[config.mk]
export PLATFORM = sky130hd
export DESIGN_NAME = clock_time_ctrl_flat
export DESIGN_NICKNAME = d
export VERILOG_FILES = /design/src/rtl/clock_time_ctrl_pkg.sv /design/src/rtl/clock_time_ctrl_if.sv /design/src/rtl/bcd_mod_counter.sv /design/src/rtl/clock_time_ctrl.sv /design/src/flat_wrapper.sv
export SDC_FILE = /design/constraint.sdc
export NUM_CORES = 1
export LEC_CHECK = 0
export CAP_MARGIN = 20
export CORE_ASPECT_RATIO = 1.75
export CORE_MARGIN = 4
export CORE_UTILIZATION = 45
export CTS_CLUSTER_SIZE = 25
export DETAILED_ROUTE_END_ITERATION = 16
export PLACE_DENSITY = 0.78
export SYNTH_ARGS = -nofsm -noshare
export SYNTH_HDL_FRONTEND = slang
export SYNTH_HIERARCHICAL = 1
export SYNTH_SLANG_ARGS = --single-unit
[constraint.sdc]
create_clock -name CLK -period 3.3 [get_ports CLK]
set_clock_uncertainty 0.1 [all_clocks]
set_input_delay 0.33 -clock CLK [delete_from_list [all_inputs] [get_ports CLK]]
set_output_delay 0.33 -clock CLK [all_outputs]
set_load 0.02 [all_outputs]
[src/rtl/clock_time_ctrl_pkg.sv]
// ============================================================================
// Module : clock_time_ctrl_pkg
// Brief  : Shared mode encodings, edit-field masks and BCD helpers for the
//          clock time-keeping controller.
// Rev    : 1.0  initial release
// ============================================================================
`default_nettype none

package clock_time_ctrl_pkg;

   typedef enum logic [1:0] {
      MODE_RUN      = 2'd0,
      MODE_SET_HOUR = 2'd1,
      MODE_SET_MIN  = 2'd2,
      MODE_SET_SEC  = 2'd3
   } mode_e;

   localparam logic [2:0] SEL_NONE = 3'b000;
   localparam logic [2:0] SEL_HOUR = 3'b100;
   localparam logic [2:0] SEL_MIN  = 3'b010;
   localparam logic [2:0] SEL_SEC  = 3'b001;

   localparam logic [7:0] SEC_MAX = 8'h59;
   localparam logic [7:0] MIN_MAX = 8'h59;

   // Next BCD code without range limit; the caller handles the modulus wrap.
   function automatic logic [7:0] bcd_succ(input logic [7:0] v);
      logic [7:0] r;
      if (v[3:0] == 4'd9) r = {v[7:4] + 4'd1, 4'd0};
      else                r = {v[7:4], v[3:0] + 4'd1};
      return r;
   endfunction

   function automatic logic [2:0] sel_of(input mode_e m);
      logic [2:0] r;
      case (m)
         MODE_SET_HOUR: r = SEL_HOUR;
         MODE_SET_MIN:  r = SEL_MIN;
         MODE_SET_SEC:  r = SEL_SEC;
         default:       r = SEL_NONE;
      endcase
      return r;
   endfunction

endpackage

`default_nettype wire

[src/rtl/clock_time_ctrl_if.sv]
// ============================================================================
// Module : clock_time_ctrl_if
// Brief  : Key/tick inputs and time/mode outputs of the time-keeping block.
// Rev    : 1.0  initial release
// ============================================================================
`default_nettype none

interface clock_time_ctrl_if;
   logic       clk_1hz_in;
   logic       key_mode;
   logic       key_inc;
   logic [7:0] hour_bcd;
   logic [7:0] min_bcd;
   logic [7:0] sec_bcd;
   logic [1:0] mode;
   logic [2:0] set_sel;
   logic       sec_tick;
   logic       day_pulse;

   modport master (
      output clk_1hz_in, key_mode, key_inc,
      input  hour_bcd, min_bcd, sec_bcd, mode, set_sel, sec_tick, day_pulse
   );

   modport slave (
      input  clk_1hz_in, key_mode, key_inc,
      output hour_bcd, min_bcd, sec_bcd, mode, set_sel, sec_tick, day_pulse
   );
endinterface

`default_nettype wire

[src/rtl/bcd_mod_counter.sv]
// ============================================================================
// Module : bcd_mod_counter
// Brief  : 8-bit two-digit BCD counter modulo MOD with increment, clear and a
//          combinational carry when incrementing from MOD-1.
// Rev    : 1.0  initial release
// ============================================================================
`default_nettype none

module bcd_mod_counter
   import clock_time_ctrl_pkg::*;
#(
   parameter int MOD = 60
) (
   input  wire logic       clk_i,
   input  wire logic       rst_ni,
   input  wire logic       inc_i,
   input  wire logic       clr_i,
   output logic [7:0]      value_o,
   output logic            carry_o
);

   localparam int         C_MAXV    = MOD - 1;
   localparam logic [7:0] C_MAX_BCD = 8'(((C_MAXV / 10) << 4) | (C_MAXV % 10));

   logic [7:0] value_q;
   logic [7:0] value_d;
   logic       w_at_max;

   assign w_at_max = (value_q == C_MAX_BCD);
   assign carry_o  = inc_i & ~clr_i & w_at_max;
   assign value_o  = value_q;

   // Clear dominates so a field reset can never be masked by a same-cycle increment.
   always_comb begin
      value_d = value_q;
      if (clr_i)       value_d = 8'h00;
      else if (inc_i)  value_d = w_at_max ? 8'h00 : bcd_succ(value_q);
   end

   always_ff @(posedge clk_i or negedge rst_ni) begin
      if (!rst_ni) value_q <= 8'h00;
      else         value_q <= value_d;
   end

endmodule

`default_nettype wire

[src/rtl/clock_time_ctrl.sv]
// ============================================================================
// Module : clock_time_ctrl
// Brief  : 1 Hz tick extraction, BCD hh:mm:ss sequencing and set-time FSM.
// Rev    : 1.0  initial release
// ============================================================================
`default_nettype none

module clock_time_ctrl
   import clock_time_ctrl_pkg::*;
#(
   parameter int HOUR_MOD    = 24,
   parameter int SYNC_STAGES = 2
) (
   input  wire logic          CLK,
   input  wire logic          RST,
   clock_time_ctrl_if.slave   bus
);

   logic [SYNC_STAGES-1:0] sync_q;
   logic                   hist_q;
   logic                   tick_q;
   logic                   day_q;
   logic [2:0]             sel_q;
   mode_e                  state_q;
   mode_e                  state_d;

   logic       w_run_tick;
   logic       w_inc_ok;
   logic       w_sec_clr;
   logic       w_min_inc;
   logic       w_hour_inc;
   logic       w_sec_carry;
   logic       w_min_carry;
   logic       w_hour_carry;
   logic [7:0] w_sec;
   logic [7:0] w_min;
   logic [7:0] w_hour;

   // Ticks only advance time in RUN; a mode press in the same cycle still sees RUN here.
   assign w_run_tick = tick_q & (state_q == MODE_RUN);
   assign w_inc_ok   = bus.key_inc & ~bus.key_mode;
   assign w_sec_clr  = w_inc_ok & (state_q == MODE_SET_SEC);
   assign w_min_inc  = (w_run_tick & w_sec_carry) | (w_inc_ok & (state_q == MODE_SET_MIN));
   assign w_hour_inc = (w_run_tick & w_min_carry) | (w_inc_ok & (state_q == MODE_SET_HOUR));

   bcd_mod_counter #(.MOD(60)) u_sec (
      .clk_i   (CLK),
      .rst_ni  (RST),
      .inc_i   (w_run_tick),
      .clr_i   (w_sec_clr),
      .value_o (w_sec),
      .carry_o (w_sec_carry)
   );

   bcd_mod_counter #(.MOD(60)) u_min (
      .clk_i   (CLK),
      .rst_ni  (RST),
      .inc_i   (w_min_inc),
      .clr_i   (1'b0),
      .value_o (w_min),
      .carry_o (w_min_carry)
   );

   bcd_mod_counter #(.MOD(HOUR_MOD)) u_hour (
      .clk_i   (CLK),
      .rst_ni  (RST),
      .inc_i   (w_hour_inc),
      .clr_i   (1'b0),
      .value_o (w_hour),
      .carry_o (w_hour_carry)
   );

   always_comb begin
      state_d = state_q;
      if (bus.key_mode) begin
         case (state_q)
            MODE_RUN:      state_d = MODE_SET_HOUR;
            MODE_SET_HOUR: state_d = MODE_SET_MIN;
            MODE_SET_MIN:  state_d = MODE_SET_SEC;
            default:       state_d = MODE_RUN;
         endcase
      end
   end

   always_ff @(posedge CLK or negedge RST) begin
      if (!RST) begin
         sync_q  <= '0;
         hist_q  <= 1'b0;
         tick_q  <= 1'b0;
         day_q   <= 1'b0;
         sel_q   <= SEL_NONE;
         state_q <= MODE_RUN;
      end else begin
         sync_q  <= {sync_q[SYNC_STAGES-2:0], bus.clk_1hz_in};
         hist_q  <= sync_q[SYNC_STAGES-1];
         tick_q  <= sync_q[SYNC_STAGES-1] & ~hist_q;
         day_q   <= w_run_tick & w_hour_carry;
         sel_q   <= sel_of(state_d);
         state_q <= state_d;
      end
   end

   assign bus.hour_bcd  = w_hour;
   assign bus.min_bcd   = w_min;
   assign bus.sec_bcd   = w_sec;
   assign bus.mode      = state_q;
   assign bus.set_sel   = sel_q;
   assign bus.sec_tick  = tick_q;
   assign bus.day_pulse = day_q;

endmodule

`default_nettype wire
[src/flat_wrapper.sv]
// flat-port wrapper written by rule: the top's interface ports become plain ports
module clock_time_ctrl_flat import clock_time_ctrl_pkg::*;
#(
   parameter int HOUR_MOD    = 24,
   parameter int SYNC_STAGES = 2
)
  (CLK, RST, bus_clk_1hz_in, bus_key_mode, bus_key_inc, bus_hour_bcd, bus_min_bcd, bus_sec_bcd, bus_mode, bus_set_sel, bus_sec_tick, bus_day_pulse);
  clock_time_ctrl_if bus_i ();
  input  wire logic CLK;
  input  wire logic RST;
  input wire logic [$bits(bus_i.clk_1hz_in)-1:0] bus_clk_1hz_in;
  input wire logic [$bits(bus_i.key_mode)-1:0] bus_key_mode;
  input wire logic [$bits(bus_i.key_inc)-1:0] bus_key_inc;
  output wire logic [$bits(bus_i.hour_bcd)-1:0] bus_hour_bcd;
  output wire logic [$bits(bus_i.min_bcd)-1:0] bus_min_bcd;
  output wire logic [$bits(bus_i.sec_bcd)-1:0] bus_sec_bcd;
  output wire logic [$bits(bus_i.mode)-1:0] bus_mode;
  output wire logic [$bits(bus_i.set_sel)-1:0] bus_set_sel;
  output wire logic [$bits(bus_i.sec_tick)-1:0] bus_sec_tick;
  output wire logic [$bits(bus_i.day_pulse)-1:0] bus_day_pulse;
  assign bus_i.clk_1hz_in = bus_clk_1hz_in;
  assign bus_i.key_mode = bus_key_mode;
  assign bus_i.key_inc = bus_key_inc;
  assign bus_hour_bcd = bus_i.hour_bcd;
  assign bus_min_bcd = bus_i.min_bcd;
  assign bus_sec_bcd = bus_i.sec_bcd;
  assign bus_mode = bus_i.mode;
  assign bus_set_sel = bus_i.set_sel;
  assign bus_sec_tick = bus_i.sec_tick;
  assign bus_day_pulse = bus_i.day_pulse;
  clock_time_ctrl #(.HOUR_MOD(HOUR_MOD), .SYNC_STAGES(SYNC_STAGES)) u_core (.CLK(CLK), .RST(RST), .bus(bus_i));
endmodule
==> results.py, run 1 <==
metrics = {
    "run_status": {
        "status": "complete, no violations",
    },
    "cells_and_area": {
        "multi_input_comb_area_um2": 987,
        "post_route_cells_drive_above_1_share_pct": 9.91,
        "fin_nets": 253,
        "fillerInstances": 344,
        "regArea_um2": 851,
        "mostFrequentLayoutCell": "sky130_fd_sc_hd__clkdlybuf4s50_1",
        "antenna_cells": 0,
        "area_added_between_synthesis_and_finish_pct": 30.3,
        "fin_util_pct": 61.9,
        "most_used_cells_in_the_layout_excluding_fill_and_tap_cells": "sky130_fd_sc_hd__clkdlybuf4s50_1 (35), sky130_fd_sc_hd__dfrtp_1 (34), sky130_fd_sc_hd__ha_1 (17), sky130_fd_sc_hd__a21oi_1 (12)",
        "layout.cells.non_filler": 280,
    },
    "global_routing": {
        "grt_overflow": 0,
        "antenna_found_initial": 0,
        "grt_max_degree": 35,
        "globalRouteTotalUtil_pct": 16.5,
        "global_route_wire_length_before_repair_um": 6980,
        "grt_pass1_vias": 1556,
    },
    "routing": {
        "pre_repair_dr_iteration_count": 4,
        "detailroute.via_count": 1523,
        "routed_wl_um": 3890,
        "avgRoutedWirePerCell_um": 13.9,
        "antenna_violating_nets_post_route": 0,
        "vias_per_cell": 5.44,
        "drcViolationCount": 0,
        "first_iter_violations": 29,
    },
    "flow_run": {
        "max-cap-violations": 0,
    },
    "critical_path": {
        "crit_arrival_ps": 3080,
        "crit_required_ps": 3410,
        "critPathMaxFanout": 5,
        "critPathCaptureType": "flip-flop",
        "crit_type": "flip-flop to flip-flop",
        "critical_path.max_stage_delay_ps": 440,
        "kind_of_cell_adding_the_most_delay_to_the_critical_path": "simple AND/OR/NAND/NOR gates",
        "cp.buffers_inverters": 1,
        "crit_path_cell_trace": "inv_1 > ha_1 > and2_1 > nand4b_2 > nor3_2 > a22o_1 > nand4b_2 > nor3_1 > a22o_1 > nand4b_1 > or3_1 > a21oi_1",
        "critical-path-slowest-cell": "sky130_fd_sc_hd__dfrtp_1",
        "start_kind": "flip-flop",
    },
    "die": {
        "die_width_um": 56.8,
        "io_pins": 36,
        "start_util_pct": 47.5,
        "std_cell_rows": 30,
        "design.die.area_mm2": 0.00530,
        "floorplan.die.height_um": 93.3,
        "core_area_mm2": 0.00394,
    },
    "synthesis": {
        "register_bit_total_from_synthesis": 34,
        "yosysTopAreaCell": "sky130_fd_sc_hd__dfrtp_1",
        "synth-async-reset-ratio_pct": 100,
        "synth-seq-area-share_pct": 45.5,
        "synth_enable_flop_cells": 0,
        "post_synth_inst_count": 182,
        "synth.top_cell.area_share_pct": 45.5,
        "syn-mean-instance-area_um2": 10.3,
        "dominantRegCellSynth": "sky130_fd_sc_hd__dfrtp_1",
        "area_of_the_mapped_netlist_mm2": 0.00187,
        "ys_top_cells_by_area": "sky130_fd_sc_hd__dfrtp_1 (45%), sky130_fd_sc_hd__ha_1 (11%), sky130_fd_sc_hd__nand3b_1 (4.4%)",
        "synthDistinctLibCells": 43,
        "synth.yosys.warnings": 6,
    },
    "worst_hold_path": {
        "timing.hold.worst.class": "flip-flop to flip-flop",
    },
    "power": {
        "power.leakage_nw": 1.07,
        "worst_ir_drop_vdd_mv": 0.479,
        "cellPowerDensity_mw_per_mm2": 577,
    },
    "clock_tree": {
        "postCtsResizedCells": 0,
        "cts.root.buffer_cell": "sky130_fd_sc_hd__clkbuf_8",
        "postCtsSetupRepairBufs": 0,
        "htree_levels": 2,
        "max-clock-path-buffers": 2,
        "tritoncts_num_sinks": 34,
        "cts.hold.buffers_added": 0,
        "tritoncts": "done",
        "clkTransAtPathRegs_ps": 70,
        "cts_inserted_buffers": 5,
        "clk-insertion-delay-late_ps": 280,
    },
    "placement": {
        "dp.final_hpwl_um": 2900,
        "port-buffer-count": 35,
        "place.gp.congestion": 0.812,
        "place_inst": 272,
    },
    "timing": {
        "slew_violations": 0,
        "fmaxAchievable_mhz": 336,
        "setup-violations-final": 0,
        "period_minus_slack_ps": 2980,
        "whs_ps": 253,
        "final_hold_vio_count": 0,
        "layout_worst_path_cycle_share_pct": 90.2,
    },
}
[cell type report]
class / count / area share (%)
Sequential cell: 34 / 34.9
Inverter: 12 / 1.85
Timing Repair Buffer: 40 / 15.9
Clock inverter: 3 / 1.64
Multi-Input combinational cell: 138 / 40.5
Clock buffer: 5 / 2.82
Tap cell: 48 / 2.46
[cell usage after synthesis (all sizes together) (3+ instances only)]
| master | instances |
|---|---|
| a21oi | 12 |
| dfrtp | 34 |
| ha | 17 |
| inv | 12 |
| nand2 | 9 |
| nand2b | 5 |
| nand3 | 5 |
| nand3b | 11 |
| nand4 | 4 |
| nand4b | 3 |
| nor2 | 10 |
| nor2b | 6 |
| nor3 | 5 |
| nor3b | 3 |
| o21ai | 7 |
| o32ai | 3 |
| or3 | 3 |
[path summary, 6_finish.rpt]
kind                                            endpoint          startpoint  cells after the start  slack, ps
worst max-delay path            u_core/u_hour/value_o[7]  u_core/bus.mode[0]                     12        320
worst min-delay path                    u_core/sync_q[1]    u_core/sync_q[0]                      0        250
worst max register to register  u_core/u_hour/value_o[7]  u_core/bus.mode[0]                     12        320
worst min register to register          u_core/sync_q[1]    u_core/sync_q[0]                      0        250
max in group asynchronous        u_core/u_min/value_o[5]                 RST                      2       2430
min in group asynchronous       u_core/u_hour/value_o[3]                 RST                      2        360
[flip-flops by register name, indices dropped and copies added, names as in the netlist]
signal,count
u_core/bus.day_pulse,1
u_core/bus.sec_tick,1
u_core/u_sec/value_o,8
u_core/u_hour/value_o,8
u_core/hist_q,1
u_core/bus.mode,2
u_core/u_min/value_o,8
u_core/bus.set_sel,3
u_core/sync_q,2
[metrics by stage]
stage               instance area (um^2)  total power (W)  TNS (ps)  worst slack [ps]
finish                              2440          0.00141         0               324
global route                        2440          0.00151     -13.1             -13.1
CTS                                 2430          0.00143         0               285
detailed placement                  2330          0.00105         0               264
global placement                    2330          0.00104         0               365
floorplan                           1890         0.000833         0               344
[power by group]
part           switching [W]  leakage, nW  internal [W]  total [W]
Combinational       0.000245        0.561      0.000226   0.000471
Sequential         0.0000820        0.454      0.000485   0.000567
Clock               0.000147       0.0579      0.000222   0.000369
[layer usage]
metal | vias to the layer above | routed length [um] | global-route usage, %
li1 | 745 | - | -
met1 | 732 | 1500 | 18.5
met2 | 41 | 2130 | 29.2
met3 | 5 | 201 | 4.28
met4 | 0 | 62 | 6.77
met5 | - | 0 | 0
[logic make-up after synthesis]
| family | share of synthesized area, % |
|---|---|
| AOI/OAI and AO/OA | 13.9 |
| xor gates and xnor gates | 0.936 |
| adders and majority gates | 11.4 |
| buffers and inverters | 3.27 |
| DFF | 45.5 |
| muxes | 0.602 |
| other | 0.200 |
| and+or+nand+nor | 24.3 |
[worst register-to-register path: stages, from the launching register on]
cell	delay, ps
sky130_fd_sc_hd__dfrtp_1	440
sky130_fd_sc_hd__inv_1	130
sky130_fd_sc_hd__ha_1	180
sky130_fd_sc_hd__and2_1	190
sky130_fd_sc_hd__nand4b_2	170
sky130_fd_sc_hd__nor3_2	210
sky130_fd_sc_hd__a22o_1	200
sky130_fd_sc_hd__nand4b_2	150
sky130_fd_sc_hd__nor3_1	210
sky130_fd_sc_hd__a22o_1	240
sky130_fd_sc_hd__nand4b_1	190
sky130_fd_sc_hd__or3_1	380
sky130_fd_sc_hd__a21oi_1	140
No activity file was read; power rests on OpenSTA's default activity.
==> run 2: changes to the inputs <==
CTS_CLUSTER_DIAMETER = 50   (was unset)
==> results of run 2 <==
Final layout, timing and power as in run 1 (identical DEF).
